$ cat src/rtl/hdmi_tx_rgb565_out_if.sv
`default_nettype none
// ============================================================================
// Module   : hdmi_tx_rgb565_out_if
// Brief    : Frame-buffer FIFO read port plus RGB888 video bus of the HDMI TX.
// Revision : 1.0 - initial release
// ============================================================================
interface hdmi_tx_rgb565_out_if;
    logic        frame_req;
    logic        rd_en;
    logic [15:0] rd_data;
    logic        rd_empty;
    logic        hs_out;
    logic        vs_out;
    logic        de_out;
    logic [7:0]  r_out;
    logic [7:0]  g_out;
    logic [7:0]  b_out;

    modport master (
        output frame_req, rd_en, hs_out, vs_out, de_out, r_out, g_out, b_out,
        input  rd_data, rd_empty
    );

    modport slave (
        input  frame_req, rd_en, hs_out, vs_out, de_out, r_out, g_out, b_out,
        output rd_data, rd_empty
    );
endinterface
`default_nettype wire

$ cat src/rtl/hdmi_tx_rgb565_out.sv
`default_nettype none
// ============================================================================
// Module   : hdmi_tx_rgb565_out
// Brief    : Video timing generator pulling RGB565 from the frame-buffer FIFO
//            and driving RGB888 + hs/vs/de to the HDMI transmitter.
// Revision : 1.0 - initial release
// ============================================================================
module hdmi_tx_rgb565_out #(
    parameter int unsigned H_ACTIVE     = 1280,
    parameter int unsigned H_FP         = 110,
    parameter int unsigned H_SYNC       = 40,
    parameter int unsigned H_BP         = 220,
    parameter int unsigned V_ACTIVE     = 720,
    parameter int unsigned V_FP         = 5,
    parameter int unsigned V_SYNC       = 5,
    parameter int unsigned V_BP         = 20,
    parameter bit          HS_POL       = 1'b1,
    parameter bit          VS_POL       = 1'b1,
    parameter int unsigned PREFETCH_CYC = 64
) (
    input  wire logic             pixclk_out,
    input  wire logic             rstn_out,
    input  wire logic             init_over_tx,
    input  wire logic             underflow_clr,
    output logic                  underflow,
    hdmi_tx_rgb565_out_if.master  tx_if
);

    localparam int unsigned H_TOTAL = H_ACTIVE + H_FP + H_SYNC + H_BP;
    localparam int unsigned V_TOTAL = V_ACTIVE + V_FP + V_SYNC + V_BP;
    localparam int unsigned HW      = $clog2(H_TOTAL);
    localparam int unsigned VW      = $clog2(V_TOTAL);

    localparam logic [HW-1:0] H_LAST = HW'(H_TOTAL - 1);
    localparam logic [HW-1:0] H_ACT  = HW'(H_ACTIVE);
    localparam logic [HW-1:0] HS_BEG = HW'(H_ACTIVE + H_FP);
    localparam logic [HW-1:0] HS_END = HW'(H_ACTIVE + H_FP + H_SYNC);
    localparam logic [VW-1:0] V_LAST = VW'(V_TOTAL - 1);
    localparam logic [VW-1:0] V_ACT  = VW'(V_ACTIVE);
    localparam logic [VW-1:0] VS_BEG = VW'(V_ACTIVE + V_FP);
    localparam logic [VW-1:0] VS_END = VW'(V_ACTIVE + V_FP + V_SYNC);
    localparam logic [7:0]    PF_LAST = 8'(PREFETCH_CYC - 1);

    typedef enum logic [1:0] {
        S_IDLE     = 2'd0,
        S_PREFETCH = 2'd1,
        S_RUN      = 2'd2
    } state_t;

    state_t         state_q, state_d;
    logic [1:0]     init_sync_q;
    logic           init_s;
    logic [HW-1:0]  h_cnt_q, h_cnt_d;
    logic [VW-1:0]  v_cnt_q, v_cnt_d;
    logic [7:0]     pf_cnt_q, pf_cnt_d;
    logic           req_done_q, req_done_d;
    logic           req_pulse;

    logic           rd_en_s0;
    logic           hs_s0;
    logic           vs_s0;

    logic           de_s1_q, hs_s1_q, vs_s1_q, und_s1_q;
    logic           de_q, hs_q, vs_q;
    logic [7:0]     r_q, g_q, b_q;
    logic           underflow_q;

    logic [7:0]     r_exp, g_exp, b_exp;

    // init_over_tx comes from the configuration clock domain
    always_ff @(posedge pixclk_out or negedge rstn_out) begin
        if (!rstn_out) begin
            init_sync_q <= 2'b00;
        end else begin
            init_sync_q <= {init_sync_q[0], init_over_tx};
        end
    end
    assign init_s = init_sync_q[1];

    always_ff @(posedge pixclk_out or negedge rstn_out) begin
        if (!rstn_out) begin
            state_q    <= S_IDLE;
            h_cnt_q    <= '0;
            v_cnt_q    <= '0;
            pf_cnt_q   <= '0;
            req_done_q <= 1'b0;
        end else begin
            state_q    <= state_d;
            h_cnt_q    <= h_cnt_d;
            v_cnt_q    <= v_cnt_d;
            pf_cnt_q   <= pf_cnt_d;
            req_done_q <= req_done_d;
        end
    end

    always_comb begin
        state_d    = state_q;
        h_cnt_d    = h_cnt_q;
        v_cnt_d    = v_cnt_q;
        pf_cnt_d   = pf_cnt_q;
        req_done_d = req_done_q;
        req_pulse  = 1'b0;
        case (state_q)
            S_IDLE: begin
                h_cnt_d    = '0;
                v_cnt_d    = '0;
                pf_cnt_d   = '0;
                req_done_d = 1'b0;
                if (init_s) begin
                    state_d = S_PREFETCH;
                end
            end
            S_PREFETCH: begin
                h_cnt_d   = '0;
                v_cnt_d   = '0;
                req_pulse = (pf_cnt_q == 8'd0);
                pf_cnt_d  = pf_cnt_q + 8'd1;
                if (pf_cnt_q == PF_LAST) begin
                    pf_cnt_d = '0;
                    state_d  = S_RUN;
                end
            end
            S_RUN: begin
                if (h_cnt_q == H_LAST) begin
                    h_cnt_d = '0;
                    v_cnt_d = (v_cnt_q == V_LAST) ? '0 : v_cnt_q + 1'b1;
                end else begin
                    h_cnt_d = h_cnt_q + 1'b1;
                end
                // Rewind request one line ahead, only if another frame will follow
                if ((v_cnt_q == V_LAST) && (h_cnt_q == '0) && init_s) begin
                    req_pulse  = 1'b1;
                    req_done_d = 1'b1;
                end
                if ((v_cnt_q == V_LAST) && (h_cnt_q == H_LAST)) begin
                    req_done_d = 1'b0;
                    if (!init_s) begin
                        state_d = S_IDLE;
                    end else if (!req_done_q) begin
                        // init re-rose after the rewind point: rewind and prefetch again
                        state_d = S_PREFETCH;
                    end
                end
            end
            default: begin
                state_d = S_IDLE;
            end
        endcase
    end

    assign rd_en_s0 = (state_q == S_RUN) && (h_cnt_q < H_ACT) && (v_cnt_q < V_ACT);
    assign hs_s0    = (h_cnt_q >= HS_BEG) && (h_cnt_q < HS_END);
    assign vs_s0    = (v_cnt_q >= VS_BEG) && (v_cnt_q < VS_END);

    assign r_exp = {tx_if.rd_data[15:11], tx_if.rd_data[15:13]};
    assign g_exp = {tx_if.rd_data[10:5],  tx_if.rd_data[10:9]};
    assign b_exp = {tx_if.rd_data[4:0],   tx_if.rd_data[4:2]};

    always_ff @(posedge pixclk_out or negedge rstn_out) begin
        if (!rstn_out) begin
            de_s1_q  <= 1'b0;
            hs_s1_q  <= 1'b0;
            vs_s1_q  <= 1'b0;
            und_s1_q <= 1'b0;
            de_q     <= 1'b0;
            hs_q     <= ~HS_POL;
            vs_q     <= ~VS_POL;
            r_q      <= '0;
            g_q      <= '0;
            b_q      <= '0;
        end else begin
            de_s1_q  <= rd_en_s0;
            hs_s1_q  <= hs_s0;
            vs_s1_q  <= vs_s0;
            und_s1_q <= rd_en_s0 && tx_if.rd_empty;
            de_q     <= de_s1_q;
            hs_q     <= hs_s1_q ^ ~HS_POL;
            vs_q     <= vs_s1_q ^ ~VS_POL;
            // Blanking and underflowed pixels are forced to black
            if (de_s1_q && !und_s1_q) begin
                r_q <= r_exp;
                g_q <= g_exp;
                b_q <= b_exp;
            end else begin
                r_q <= '0;
                g_q <= '0;
                b_q <= '0;
            end
        end
    end

    always_ff @(posedge pixclk_out or negedge rstn_out) begin
        if (!rstn_out) begin
            underflow_q <= 1'b0;
        end else if (rd_en_s0 && tx_if.rd_empty) begin
            underflow_q <= 1'b1;
        end else if (underflow_clr) begin
            underflow_q <= 1'b0;
        end
    end

    assign underflow       = underflow_q;
    assign tx_if.frame_req = req_pulse;
    assign tx_if.rd_en     = rd_en_s0;
    assign tx_if.de_out    = de_q;
    assign tx_if.hs_out    = hs_q;
    assign tx_if.vs_out    = vs_q;
    assign tx_if.r_out     = r_q;
    assign tx_if.g_out     = g_q;
    assign tx_if.b_out     = b_q;

endmodule
`default_nettype wire
$ cat src/flat_wrapper.sv
// flat-port wrapper written by rule: the top's interface ports become plain ports
module hdmi_tx_rgb565_out_flat 
#(
    parameter int unsigned H_ACTIVE     = 1280,
    parameter int unsigned H_FP         = 110,
    parameter int unsigned H_SYNC       = 40,
    parameter int unsigned H_BP         = 220,
    parameter int unsigned V_ACTIVE     = 720,
    parameter int unsigned V_FP         = 5,
    parameter int unsigned V_SYNC       = 5,
    parameter int unsigned V_BP         = 20,
    parameter bit          HS_POL       = 1'b1,
    parameter bit          VS_POL       = 1'b1,
    parameter int unsigned PREFETCH_CYC = 64
)
  (pixclk_out, rstn_out, init_over_tx, underflow_clr, underflow, tx_if_frame_req, tx_if_rd_en, tx_if_hs_out, tx_if_vs_out, tx_if_de_out, tx_if_r_out, tx_if_g_out, tx_if_b_out, tx_if_rd_data, tx_if_rd_empty);
  hdmi_tx_rgb565_out_if tx_if_i ();
  input  wire logic pixclk_out;
  input  wire logic rstn_out;
  input  wire logic init_over_tx;
  input  wire logic underflow_clr;
  output logic underflow;
  output wire logic [$bits(tx_if_i.frame_req)-1:0] tx_if_frame_req;
  output wire logic [$bits(tx_if_i.rd_en)-1:0] tx_if_rd_en;
  output wire logic [$bits(tx_if_i.hs_out)-1:0] tx_if_hs_out;
  output wire logic [$bits(tx_if_i.vs_out)-1:0] tx_if_vs_out;
  output wire logic [$bits(tx_if_i.de_out)-1:0] tx_if_de_out;
  output wire logic [$bits(tx_if_i.r_out)-1:0] tx_if_r_out;
  output wire logic [$bits(tx_if_i.g_out)-1:0] tx_if_g_out;
  output wire logic [$bits(tx_if_i.b_out)-1:0] tx_if_b_out;
  input wire logic [$bits(tx_if_i.rd_data)-1:0] tx_if_rd_data;
  input wire logic [$bits(tx_if_i.rd_empty)-1:0] tx_if_rd_empty;
  assign tx_if_frame_req = tx_if_i.frame_req;
  assign tx_if_rd_en = tx_if_i.rd_en;
  assign tx_if_hs_out = tx_if_i.hs_out;
  assign tx_if_vs_out = tx_if_i.vs_out;
  assign tx_if_de_out = tx_if_i.de_out;
  assign tx_if_r_out = tx_if_i.r_out;
  assign tx_if_g_out = tx_if_i.g_out;
  assign tx_if_b_out = tx_if_i.b_out;
  assign tx_if_i.rd_data = tx_if_rd_data;
  assign tx_if_i.rd_empty = tx_if_rd_empty;
  hdmi_tx_rgb565_out #(.H_ACTIVE(H_ACTIVE), .H_FP(H_FP), .H_SYNC(H_SYNC), .H_BP(H_BP), .V_ACTIVE(V_ACTIVE), .V_FP(V_FP), .V_SYNC(V_SYNC), .V_BP(V_BP), .HS_POL(HS_POL), .VS_POL(VS_POL), .PREFETCH_CYC(PREFETCH_CYC)) u_core (.pixclk_out(pixclk_out), .rstn_out(rstn_out), .init_over_tx(init_over_tx), .underflow_clr(underflow_clr), .underflow(underflow), .tx_if(tx_if_i));
endmodule
$ cat config.mk
export PLATFORM = sky130hd
export DESIGN_NAME = hdmi_tx_rgb565_out_flat
export DESIGN_NICKNAME = d
export VERILOG_FILES = /design/src/rtl/hdmi_tx_rgb565_out_if.sv /design/src/rtl/hdmi_tx_rgb565_out.sv /design/src/flat_wrapper.sv
export SDC_FILE = /design/constraint.sdc
export NUM_CORES = 1
export LEC_CHECK = 0
export BUFFER_PORTS_ARGS = -buffer_cell sky130_fd_sc_hd__buf_2
export CORE_MARGIN = 1.5
export CORE_UTILIZATION = 60
export CTS_CLUSTER_DIAMETER = 60
export DETAILED_ROUTE_END_ITERATION = 10
export PLACE_DENSITY = 0.85
export SLEW_MARGIN = 20
export SYNTH_ARGS = -nofsm -noshare
export SYNTH_HDL_FRONTEND = slang
export SYNTH_SLANG_ARGS = --single-unit
export TNS_END_PERCENT = 100
$ cat constraint.sdc
create_clock -name pixclk_out -period 2.9 [get_ports pixclk_out]
set_input_delay 0.145 -clock pixclk_out [delete_from_list [all_inputs] [get_ports pixclk_out]]
set_output_delay 0.145 -clock pixclk_out [all_outputs]
set_load 0.02 [all_outputs]
==> flow_metrics.env <==
export IMPL_fillers=327
export IMPL_numPortBuffers=50
export IMPL_wirelength_mm=5.891
export IMPL_vias=2242
export IMPL_grt_pass1_vias=2191
export IMPL_multi_input_area_sq_um=1246
export IMPL_min_path_cells=2
export IMPL_cts_resized=0
export IMPL_synth_seq_area_share_pct=51.19
export IMPL_synthTopCellsByCount="dfrtp_1 (58), nand2_1 (27), o21ai_0 (20)"
export IMPL_period_needed_ns=2.282
export IMPL_min_period_over_period_pct=78.68
export IMPL_slew_headroom_pct=44.96
export IMPL_synth_area_leaders="dfrtp_1 (51%), ha_1 (5.3%), and2_1 (4.2%)"
export IMPL_rr_worst_depth=5
export IMPL_start_kind="register"
export IMPL_setup_worst_path_end_class="output pin"
export IMPL_async_flop_share_pct=100.0
export IMPL_startpoint="u_core.h_cnt_q[7]$_DFFE_PN0P_"
export IMPL_syn_instance_count=279
export IMPL_worstPathRequired_ns=2.76
export IMPL_reg2reg_from="u_core.h_cnt_q[7]$_DFFE_PN0P_"
export IMPL_yosysWarningCount=0
export IMPL_wl_met1_mm=2.580
export IMPL_antenna_cells=0
export IMPL_synth_edf_count=0
export IMPL_gr_usage_all_layers_pct=25.19
export IMPL_grt_start_max_net_pins=39
export IMPL_wl_per_cell_um=15.18
export IMPL_drc_errors=6
export IMPL_place_gp_congestion=0.8547
export IMPL_critPathKind="reg2out"
export IMPL_ctsLongestPathBuffers=2
export IMPL_violations="design-rule violations"
export IMPL_hp_start="tx_if_rd_data[2]"
export IMPL_cts_clk_slew_worst_paths_ns=0.07
export IMPL_viasPerCell=5.778
export IMPL_drt_initial_drc_count=180
export IMPL_clock_sinks=58
export IMPL_power_leakage_uw=0.001599
export IMPL_hold_class="in2reg"
export IMPL_synth_seq_cells=58
export IMPL_clock_latency_ns=0.33
export IMPL_root_buffer="clkbuf_8"
export IMPL_cts_tree="built"
export IMPL_core_sq_um=4444
export IMPL_ant_nets=0
export IMPL_timing_setup_tns_ns=0
export IMPL_synth_ff_type="dfrtp_1"
export IMPL_status="complete, but fails checks"
export IMPL_max_cap_violations=0
export IMPL_fp_row_count=24
export IMPL_die_x_um=71.74
export IMPL_synth_top_area_share_pct=51.19
export IMPL_critPathMaxFanout=6
export IMPL_cts_buffers=9
export IMPL_clock_skew_ns=0.01105
export IMPL_power_density_nw_per_um2=774.3
export IMPL_synth_nets=312
export IMPL_register_area_sq_um=1451
export IMPL_design_area_sq_um=3299
export IMPL_grt_pass1_wl_mm=10.03
export IMPL_hpwl_mm=4.149
export IMPL_gr_total_overflow=0
export IMPL_final_max_slew_violation_count=0
export IMPL_setup_viol=0
export IMPL_worst_pin_slew_ns=0.8255
export IMPL_fin_hold_ws_ns=0.02024
export IMPL_final_nets=364
export IMPL_synth_distinct_cells=50
export IMPL_die_h_um=71.74
export IMPL_ios=51
export IMPL_htreeDepth=3
export IMPL_max_clock_freq_ghz=0.4383
export IMPL_power_uw=2555
export IMPL_firstDrtPassIters=9
export IMPL_highest_layer="met4"
export IMPL_reg2reg_slack_ns=0.77
export IMPL_met2_wirelength_mm=2.895
export IMPL_ir_drop_v=0.0003833
export IMPL_layout_drive_gt1_share_pct=23.81
export IMPL_place_area_sq_um=3084
export IMPL_area_delta_synth_final_pct=16.37
export IMPL_start_util_pct=63.80
export IMPL_die_area_sq_um=5147
export IMPL_antenna_found_initial=0
export IMPL_dr_wl_met3_um=297
export IMPL_syn_cell_area_sq_um=2835
export IMPL_yosys_area_top_type="dfrtp_1"
export IMPL_hold_end="u_core.tx_if.b_out[5]$_DFF_PN0_"
export IMPL_final_hold_viol_count=0
export IMPL_synth_most_common_cell="dfrtp_1"
export IMPL_r2r_end="u_core.state_q[0]$_DFFE_PN0P_"
export IMPL_cts_setup_buffers=0
export IMPL_avgSynthCellArea_sq_um=10.16
export IMPL_worstPathArrival_ns=2.14
export IMPL_rsz0062_at_grt="no"
worst max-delay path by stage:
stage                                    end  slack [ns]  cells past startpoint
2_1_floorplan  u_core.state_q[0]$_DFFE_PN0P_        0.95                      5
3_3_place_gp   u_core.v_cnt_q[9]$_DFFE_PN0P_        0.88                      5
3_5_place_dp   u_core.v_cnt_q[3]$_DFFE_PN0P_        0.81                      5
4_1_cts                      tx_if_frame_req        0.59                      5
5_1_grt                      tx_if_frame_req        0.39                      8
6_report                     tx_if_frame_req        0.62                      5
stage by stage:
| stage | instances | utilization [%] | setup WS [ns] |
|---|---|---|---|
| final | 388 | 74.24 | 0.6184 |
| after detailed placement | 370 | 69.40 | 0.8057 |
| after floorplan | 279 | - | 0.9452 |
| after global routing | 388 | 74.24 | 0.3918 |
| after CTS | 388 | 74.24 | 0.5933 |
| after global placement | 370 | 69.40 | 0.8817 |
layout make-up:
type | instances | area share (%)
clock buffer | 11 | 4.285
clock inverter | 5 | 1.631
timing repair buffer | 54 | 8.646
inverter | 15 | 1.706
sequential | 58 | 43.99
tap | 52 | 1.972
multi-input combinational | 193 | 37.77
where the power goes:
part | leakage, uW | switching, uW | internal (uW) | total [uW]
registers | 0.000792 | 74.0 | 914 | 988
clock network | 0.000103 | 321 | 417 | 739
logic | 0.000704 | 527 | 301 | 829
logic make-up (layout without fill, tap and decap cells):
group | count (synthesis) | after routing | share of synthesized area, %
xor gates and xnor gates | 10 | 10 | 3.089
DFF | 58 | 58 | 51.19
muxes | 3 | 3 | 1.236
buffers and inverters | 28 | 85 | 4.854
AOI/OAI and AO/OA | 53 | 53 | 12.18
and+or+nand+nor | 115 | 115 | 22.15
adders and majority gates | 12 | 12 | 5.296
worst max-delay path, cell delays in order, from the launching register on:
cell	delay [ns]
dfrtp_1	0.45
or4_4	0.60
nor3_1	0.29
nand2_1	0.09
a21boi_0	0.18
buf_2	0.19
flip-flops by register name, summed over array words and instances (netlist names):
name	cells
u_core.tx_if.vs_out	1
u_core.und_s1_q	1
u_core.underflow	1
u_core.tx_if.b_out	5
u_core.tx_if.hs_out	1
u_core.hs_s1_q	1
u_core.init_sync_q	2
u_core.de_s1_q	1
u_core.vs_s1_q	1
u_core.tx_if.r_out	5
u_core.req_done_q	1
u_core.state_q	2
u_core.pf_cnt_q	8
u_core.h_cnt_q	11
u_core.tx_if.de_out	1
u_core.tx_if.g_out	6
u_core.v_cnt_q	10
metal layers:
metal / up-vias / global-route usage (%)
li1: 1060 / -
met1: 1099 / 31.84
met2: 70 / 41.87
met3: 13 / 4.641
met4: 0 / 12.16
met5: - / 0
placed cells by master, fill, tap and decap left out, types with 3 or more instances in the layout:
master	netlist	layout
o31ai_1	4	4
clkbuf_8	0	10
inv_1	15	15
a21oi_1	8	8
a31oi_1	3	3
nand3_1	13	13
o21ai_0	20	20
nand2_1	27	27
ha_1	12	12
nor2b_1	4	4
dfrtp_1	58	58
nor2_1	19	19
nor3_1	7	7
xnor2_1	5	5
nand4_1	3	3
buf_2	2	50
and4_1	3	3
clkinv_2	0	3
a22o_1	3	3
xor2_1	5	5
and2_1	19	19
timing repair:
action | CTS | global route
endpoints found under the setup margin | 0 | 0
endpoints found under the hold margin | 37 | 0
hold buffers | 2 | 0
Power figures use the tool's default switching activity.
